[config.mk]
export PLATFORM = sky130hd
export DESIGN_NAME = fetch_unit_flat
export DESIGN_NICKNAME = d
export VERILOG_FILES = /design/src/rtl/fetch_if.sv /design/src/rtl/fetch_unit.sv /design/src/flat_wrapper.sv
export SDC_FILE = /design/constraint.sdc
export NUM_CORES = 1
export LEC_CHECK = 0
export CAP_MARGIN = 0
export CORE_MARGIN = 1
export CORE_UTILIZATION = 30
export DETAILED_ROUTE_END_ITERATION = 8
export PLACE_DENSITY = 0.53
export SLEW_MARGIN = 5
export SYNTH_ARGS = -nofsm -noshare
export SYNTH_HDL_FRONTEND = slang
export SYNTH_SLANG_ARGS = --single-unit
[constraint.sdc]
create_clock -name clk -period 4.8 [get_ports clk]
set_input_delay 0.72 -clock clk [delete_from_list [all_inputs] [get_ports clk]]
set_output_delay 0.72 -clock clk [all_outputs]
set_load 0.005 [all_outputs]
[src/rtl/fetch_if.sv]
// Fetch-stage bus bundle: instruction-memory request/response channel,
// branch redirect input and the decode-side instruction buffer handshake.
// master = fetch unit, slave = memory/decode/branch environment.
interface fetch_if #(
    parameter int XLEN  = 32,
    parameter int ILEN  = 32,
    parameter int OPLEN = 7
);
    logic             imem_req;
    logic [XLEN-1:0]  imem_addr;
    logic             imem_gnt;
    logic             imem_rvalid;
    logic [ILEN-1:0]  imem_rdata;
    logic             redirect;
    logic [XLEN-1:0]  redirect_pc;
    logic             if_valid;
    logic             if_ready;
    logic [ILEN-1:0]  if_instr;
    logic [XLEN-1:0]  if_pc;
    logic [OPLEN-1:0] if_op;

    modport master (
        output imem_req, imem_addr,
        input  imem_gnt, imem_rvalid, imem_rdata,
        input  redirect, redirect_pc,
        output if_valid, if_instr, if_pc, if_op,
        input  if_ready
    );

    modport slave (
        input  imem_req, imem_addr,
        output imem_gnt, imem_rvalid, imem_rdata,
        output redirect, redirect_pc,
        input  if_valid, if_instr, if_pc, if_op,
        output if_ready
    );
endinterface

[src/rtl/fetch_unit.sv]
// Instruction fetch stage: owns the PC, keeps at most one imem request in
// flight, buffers one returned instruction for decode and squashes the
// wrong path on a resolved taken branch.
// Optional feature macro: FETCH_PERF_CNT_EN adds perf_fetched/perf_flushed.
module fetch_unit #(
    parameter int              XLEN     = 32,
    parameter int              ILEN     = 32,
    parameter int              OPLEN    = 7,
    parameter logic [XLEN-1:0] RESET_PC = '0
) (
    input  logic        clk,
    input  logic        rst,
    fetch_if.master     bus
`ifdef FETCH_PERF_CNT_EN
    ,
    output logic [31:0] perf_fetched,
    output logic [31:0] perf_flushed
`endif
);

    // FETCH: may request; WAIT: response will be kept; DROP: response is stale
    typedef enum logic [1:0] {
        FETCH = 2'd0,
        WAIT  = 2'd1,
        DROP  = 2'd2
    } state_t;

    state_t          r_state, w_state_nxt;
    logic [XLEN-1:0] r_fetch_pc;
    logic [XLEN-1:0] r_req_pc;
    logic [XLEN-1:0] r_if_pc;
    logic [ILEN-1:0] r_if_instr;
    logic            r_if_valid;

    logic            w_req;
    logic            w_fire;
    logic            w_xfer;
    logic            w_load;
    logic            w_drop;
    logic [XLEN-1:0] w_redir_pc;

    // Request only with no outstanding fetch and a buffer slot that is
    // free or being drained this cycle, so a response always has room.
    assign w_req      = (r_state == FETCH) && !bus.redirect && (!r_if_valid || bus.if_ready);
    assign w_fire     = w_req && bus.imem_gnt;
    assign w_xfer     = r_if_valid && bus.if_ready;
    assign w_load     = (r_state == WAIT) && bus.imem_rvalid && !bus.redirect;
    assign w_drop     = bus.imem_rvalid && ((r_state == DROP) || ((r_state == WAIT) && bus.redirect));
    assign w_redir_pc = bus.redirect_pc & ~XLEN'(3);

    // Next-state logic; redirect turns a pending WAIT into DROP
    always_comb begin
        w_state_nxt = r_state;
        unique case (r_state)
            FETCH: if (w_fire) w_state_nxt = WAIT;
            WAIT: begin
                if (bus.imem_rvalid)  w_state_nxt = FETCH;
                else if (bus.redirect) w_state_nxt = DROP;
            end
            DROP:  if (bus.imem_rvalid) w_state_nxt = FETCH;
            default: w_state_nxt = FETCH;
        endcase
    end

    // State register
    always_ff @(posedge clk or posedge rst) begin
        if (rst) r_state <= FETCH;
        else     r_state <= w_state_nxt;
    end

    // Program counter: redirect wins over sequential advance
    always_ff @(posedge clk or posedge rst) begin
        if (rst)               r_fetch_pc <= RESET_PC;
        else if (bus.redirect) r_fetch_pc <= w_redir_pc;
        else if (w_fire)       r_fetch_pc <= r_fetch_pc + XLEN'(4);
    end

    // PC of the request in flight, paired with its response
    always_ff @(posedge clk or posedge rst) begin
        if (rst)         r_req_pc <= '0;
        else if (w_fire) r_req_pc <= r_fetch_pc;
    end

    // Instruction buffer valid: redirect clears, load sets, transfer clears
    always_ff @(posedge clk or posedge rst) begin
        if (rst)               r_if_valid <= 1'b0;
        else if (bus.redirect) r_if_valid <= 1'b0;
        else if (w_load)       r_if_valid <= 1'b1;
        else if (w_xfer)       r_if_valid <= 1'b0;
    end

    // Instruction buffer payload
    always_ff @(posedge clk or posedge rst) begin
        if (rst) begin
            r_if_instr <= '0;
            r_if_pc    <= '0;
        end else if (w_load) begin
            r_if_instr <= bus.imem_rdata;
            r_if_pc    <= r_req_pc;
        end
    end

    assign bus.imem_req  = w_req;
    assign bus.imem_addr = r_fetch_pc;
    assign bus.if_valid  = r_if_valid;
    assign bus.if_instr  = r_if_instr;
    assign bus.if_pc     = r_if_pc;
    assign bus.if_op     = r_if_instr[OPLEN-1:0];

    // A kept response must never land on an occupied buffer
    a_no_overwrite: assert property (@(posedge clk) disable iff (rst) w_load |-> !r_if_valid);

`ifdef FETCH_PERF_CNT_EN
    logic [31:0] r_perf_fetched;
    logic [31:0] r_perf_flushed;
    logic        w_flush_buf;

    // A buffered instruction handed to decode in the redirect cycle counts
    // as fetched, not flushed
    assign w_flush_buf = bus.redirect && r_if_valid && !bus.if_ready;

    // Free-running event counters, wrap at 2^32
    always_ff @(posedge clk or posedge rst) begin
        if (rst) begin
            r_perf_fetched <= '0;
            r_perf_flushed <= '0;
        end else begin
            r_perf_fetched <= r_perf_fetched + 32'(w_xfer);
            r_perf_flushed <= r_perf_flushed + 32'(w_drop) + 32'(w_flush_buf);
        end
    end

    assign perf_fetched = r_perf_fetched;
    assign perf_flushed = r_perf_flushed;
`endif

endmodule
[src/flat_wrapper.sv]
// flat-port wrapper written by rule: the top's interface ports become plain ports
module fetch_unit_flat 
#(
    parameter int              XLEN     = 32,
    parameter int              ILEN     = 32,
    parameter int              OPLEN    = 7,
    parameter logic [XLEN-1:0] RESET_PC = '0
)
  (clk, rst, bus_imem_req, bus_imem_addr, bus_imem_gnt, bus_imem_rvalid, bus_imem_rdata, bus_redirect, bus_redirect_pc, bus_if_valid, bus_if_instr, bus_if_pc, bus_if_op, bus_if_ready);
  fetch_if #(.XLEN(XLEN), .ILEN(ILEN), .OPLEN(OPLEN)) bus_i ();
  input  logic clk;
  input  logic rst;
  output wire logic [$bits(bus_i.imem_req)-1:0] bus_imem_req;
  output wire logic [$bits(bus_i.imem_addr)-1:0] bus_imem_addr;
  input wire logic [$bits(bus_i.imem_gnt)-1:0] bus_imem_gnt;
  input wire logic [$bits(bus_i.imem_rvalid)-1:0] bus_imem_rvalid;
  input wire logic [$bits(bus_i.imem_rdata)-1:0] bus_imem_rdata;
  input wire logic [$bits(bus_i.redirect)-1:0] bus_redirect;
  input wire logic [$bits(bus_i.redirect_pc)-1:0] bus_redirect_pc;
  output wire logic [$bits(bus_i.if_valid)-1:0] bus_if_valid;
  output wire logic [$bits(bus_i.if_instr)-1:0] bus_if_instr;
  output wire logic [$bits(bus_i.if_pc)-1:0] bus_if_pc;
  output wire logic [$bits(bus_i.if_op)-1:0] bus_if_op;
  input wire logic [$bits(bus_i.if_ready)-1:0] bus_if_ready;
  assign bus_imem_req = bus_i.imem_req;
  assign bus_imem_addr = bus_i.imem_addr;
  assign bus_i.imem_gnt = bus_imem_gnt;
  assign bus_i.imem_rvalid = bus_imem_rvalid;
  assign bus_i.imem_rdata = bus_imem_rdata;
  assign bus_i.redirect = bus_redirect;
  assign bus_i.redirect_pc = bus_redirect_pc;
  assign bus_if_valid = bus_i.if_valid;
  assign bus_if_instr = bus_i.if_instr;
  assign bus_if_pc = bus_i.if_pc;
  assign bus_if_op = bus_i.if_op;
  assign bus_i.if_ready = bus_if_ready;
  fetch_unit #(.XLEN(XLEN), .ILEN(ILEN), .OPLEN(OPLEN), .RESET_PC(RESET_PC)) u_core (.clk(clk), .rst(rst), .bus(bus_i));
endmodule
==> metrics <==
setup repair after global routing missed its margin no; placer's final routability congestion estimate 0.742; Post-Route Skew 0.00833 ns; Max Cap Viol 0; leakage power figure 3.49 nW; number of buffers inserted to repair setup after CTS 0; Sw Share 24.9%; fin nets 741; maximum single-stage delay on the critical path 0.57 ns; DRT antenna net count 0; share of post-route cells with drive strength above 1 16.4%; Data required, critical path 4.08 ns; post-synthesis cell count 510; PortBufs 168; vias per cell 4.96; share of synthesized area spent on multiplexers 13.5%; final-report max-slew violation count 0; Worst path top cell family by delay buffers and inverters; H-tree level count 4; Core Footprint 18200 sq um; global-route wire length before repair 25300 um; Synth async-reset ratio 100%; internal power 2.98 mW; Most used DFF post-synth sky130_fd_sc_hd__dfrtp_1; clock-pin slew on the worst setup and hold paths 0.05 ns; standard cell with the maximum stage delay on the critical path sky130_fd_sc_hd__clkdlybuf4s50_1; maximum number of pins on one net before global-route repair 92; clock tree from TritonCTS done; transition time at the pin with the least slew margin 0.910 ns; power density relative to cell area 487 nW/um^2; clock group share of total power 34.4%; CP Cell Sequence clkdlybuf4s50_1 -> buf_4 -> nor4_1 -> clkdlybuf4s50_1; CTS Buf Count 17; crit path max fanout 21; area fraction in compound gates after synthesis 7.68%; power after layout 3.96 mW; number of synthesized flops with an enable pin 0; post-detailed-route DRC marker count 0; distinct cell type count of the synthesized netlist 52; area delta synth->final 43.8%; final critical-path share of the clock period 62.7%; power share of the combinational group 26.1%; count of clock tree sinks 125; deepest clock path buffer count 2; final number of hold-violating endpoints 0; worst vdd ir 304 uV; Die Span Y 139 um; number of failing setup endpoints in the final timing report 0; die outline area 19400 sq um; post-synth top area share 55.3%; net switching power 0.985 mW; portion of total power attributed to sequential cells 39.5%; most instantiated library cell after synthesis sky130_fd_sc_hd__dfrtp_1; cell type with the highest aggregate area in the netlist sky130_fd_sc_hd__dfrtp_1; overall die width 139 um; latest clock arrival within the worst-skew pair 0.41 ns; top cells by count, synth sky130_fd_sc_hd__dfrtp_1, sky130_fd_sc_hd__nand2_1, sky130_fd_sc_hd__mux2_2; cts hold-fix bufs 0; element type at the critical path end output pin; aggregate global-route resource usage 16.8%; top-level I/O count 175; adder-cell share of the synthesized area 0.221%; area share of and/or/nand/nor cells after synthesis 18.3%; via count of the first global-routing pass 4637; fraction of the yosys area taken by sequential cells 55.3%; Synth Warn # 0; ANT cells 0; fraction of synthesized cell area in xor and xnor cells 0.465%; initial antenna violation count 1; Avg WL per Cell 17.2 um; total wire length 15600 um; Worst Path Arrival 2.29 ns; minimum clock period 3.01 ns; Root Driver sky130_fd_sc_hd__clkbuf_16; Final HPWL DP 10900 um; post-cts sizing count 0; tightest slew margin relative to the limit 39.3%; standard-cell rows 49; total iterations of the first detailed-routing run 4; dominant cell type by count on the critical path sky130_fd_sc_hd__clkdlybuf4s50_1; achievable clock frequency 332 MHz; run status completed; number of DRC markers after the initial detailed-route iteration 215; dominant combinational cell family by area after synthesis simple AND/OR/NAND/NOR gates; average instance area after synthesis 11.1 sq um; initial core utilization 31.1%; final global-route overflow total 0; path type of the worst setup path in2out; CP startpoint kind input port; mapped cell area 5660 sq um; number of buffer and inverter instances along the worst setup path 3; sum of negative setup slack 0 ns; FF+latch count, synth 125; synth top area cells sky130_fd_sc_hd__dfrtp_1, sky130_fd_sc_hd__mux2_2, sky130_fd_sc_hd__nand2_1; type of the tightest min-delay check reg2reg; via count 4510
==> flip-flops by register name, summed over array words and instances, names as in the netlist <==
| signal | cells |
|---|---|
| u_core.r_state | 2 |
| u_core.bus.if_pc | 30 |
| u_core.bus.if_valid | 1 |
| u_core.bus.if_instr | 32 |
| u_core.bus.imem_addr | 30 |
| u_core.r_req_pc | 30 |
==> cell usage in the layout, fill, tap and decap left out, types with 7 or more instances in the layout <==
master / count
sky130_fd_sc_hd__clkdlybuf4s50_1: 168
sky130_fd_sc_hd__nand2_1: 107
sky130_fd_sc_hd__nor4_1: 7
sky130_fd_sc_hd__nor3_1: 9
sky130_fd_sc_hd__o21ai_0: 13
sky130_fd_sc_hd__clkbuf_16: 17
sky130_fd_sc_hd__dfrtp_1: 125
sky130_fd_sc_hd__a221o_1: 7
sky130_fd_sc_hd__nand4_1: 9
sky130_fd_sc_hd__mux2_2: 63
sky130_fd_sc_hd__nand3_1: 24
sky130_fd_sc_hd__a21o_1: 8
sky130_fd_sc_hd__buf_4: 10
sky130_fd_sc_hd__inv_1: 7
sky130_fd_sc_hd__a22oi_1: 7
==> cell type report <==
cell class	instances	area [sq um]
timing repair buffer	178	1760
fill	1714	10100
tap	229	287
clock buffer	23	488
clock inverter	7	135
inverter	8	35.0
multi-input combinational	340	2300
sequential	125	3130
==> worst reg2reg max path: stages (launching register included) <==
cell and delay [ns]:
sky130_fd_sc_hd__dfrtp_1 0.47, sky130_fd_sc_hd__nor4b_4 0.51, sky130_fd_sc_hd__nand2_2 0.53, sky130_fd_sc_hd__buf_4 0.40, sky130_fd_sc_hd__or3_1 0.35, sky130_fd_sc_hd__o211ai_1 0.10
==> worst paths after layout <==
kind                                          start                        to  slack (ns)  depth (start not counted)
max in group asynchronous                       rst  u_core.bus.imem_addr[21]        2.88                          3
worst max-delay path                   bus_redirect              bus_imem_req        1.79                          4
worst min-delay path            u_core.r_req_pc[17]       u_core.r_req_pc[17]        0.47                          2
worst min register to register  u_core.r_req_pc[17]       u_core.r_req_pc[17]        0.47                          2
min in group asynchronous                       rst      u_core.bus.if_pc[17]        0.86                          2
worst max register to register    u_core.r_state[0]   u_core.bus.imem_addr[8]        2.35                          5
==> power by group through the flow <==
stage,Sequential (mW),Clock [mW],Combinational (mW)
after global routing,1.61,1.44,1.12
after CTS,1.57,1.39,1.05
final,1.57,1.36,1.03
after global placement,1.57,0,1.04
after detailed placement,1.59,0,1.05
after floorplan,1.56,0,0.395
==> through the flow <==
stage | instances | util (%) | hold WS (ns) | setup WS (ns) | area [sq um]
6_report | 910 | 44.7 | 0.468 | 1.79 | 8130
5_1_grt | 910 | 44.7 | 0.493 | 1.67 | 8130
4_1_cts | 910 | 44.7 | 0.474 | 1.78 | 8130
3_5_place_dp | 880 | 41.2 | 0.461 | 1.44 | 7510
3_3_place_gp | 880 | 41.2 | 0.458 | 1.49 | 7510
2_1_floorplan | 513 | - | 0.440 | 0.752 | 5670
==> routing by layer <==
layer / up-vias / part of all wire [%] / global-route usage (%)
li1: 2121 / - / -
met2: 139 / 47 / 26.4
met3: 10 / 6.3 / 5.61
met1: 2238 / 46 / 22.0
met5: - / 0.058 / 0
met4: 2 / 0.88 / 4.80
==> cell families after synthesis <==
group / count (synthesis)
AND/OR/NAND/NOR: 204
flip-flops: 125
multiplexers: 68
AO/OA/AOI/OAI: 60
buffers and inverters: 48
XOR/XNOR: 3
adder cells (fa/ha/maj): 1
other: 1
No activity file was read; power rests on OpenSTA's default activity.
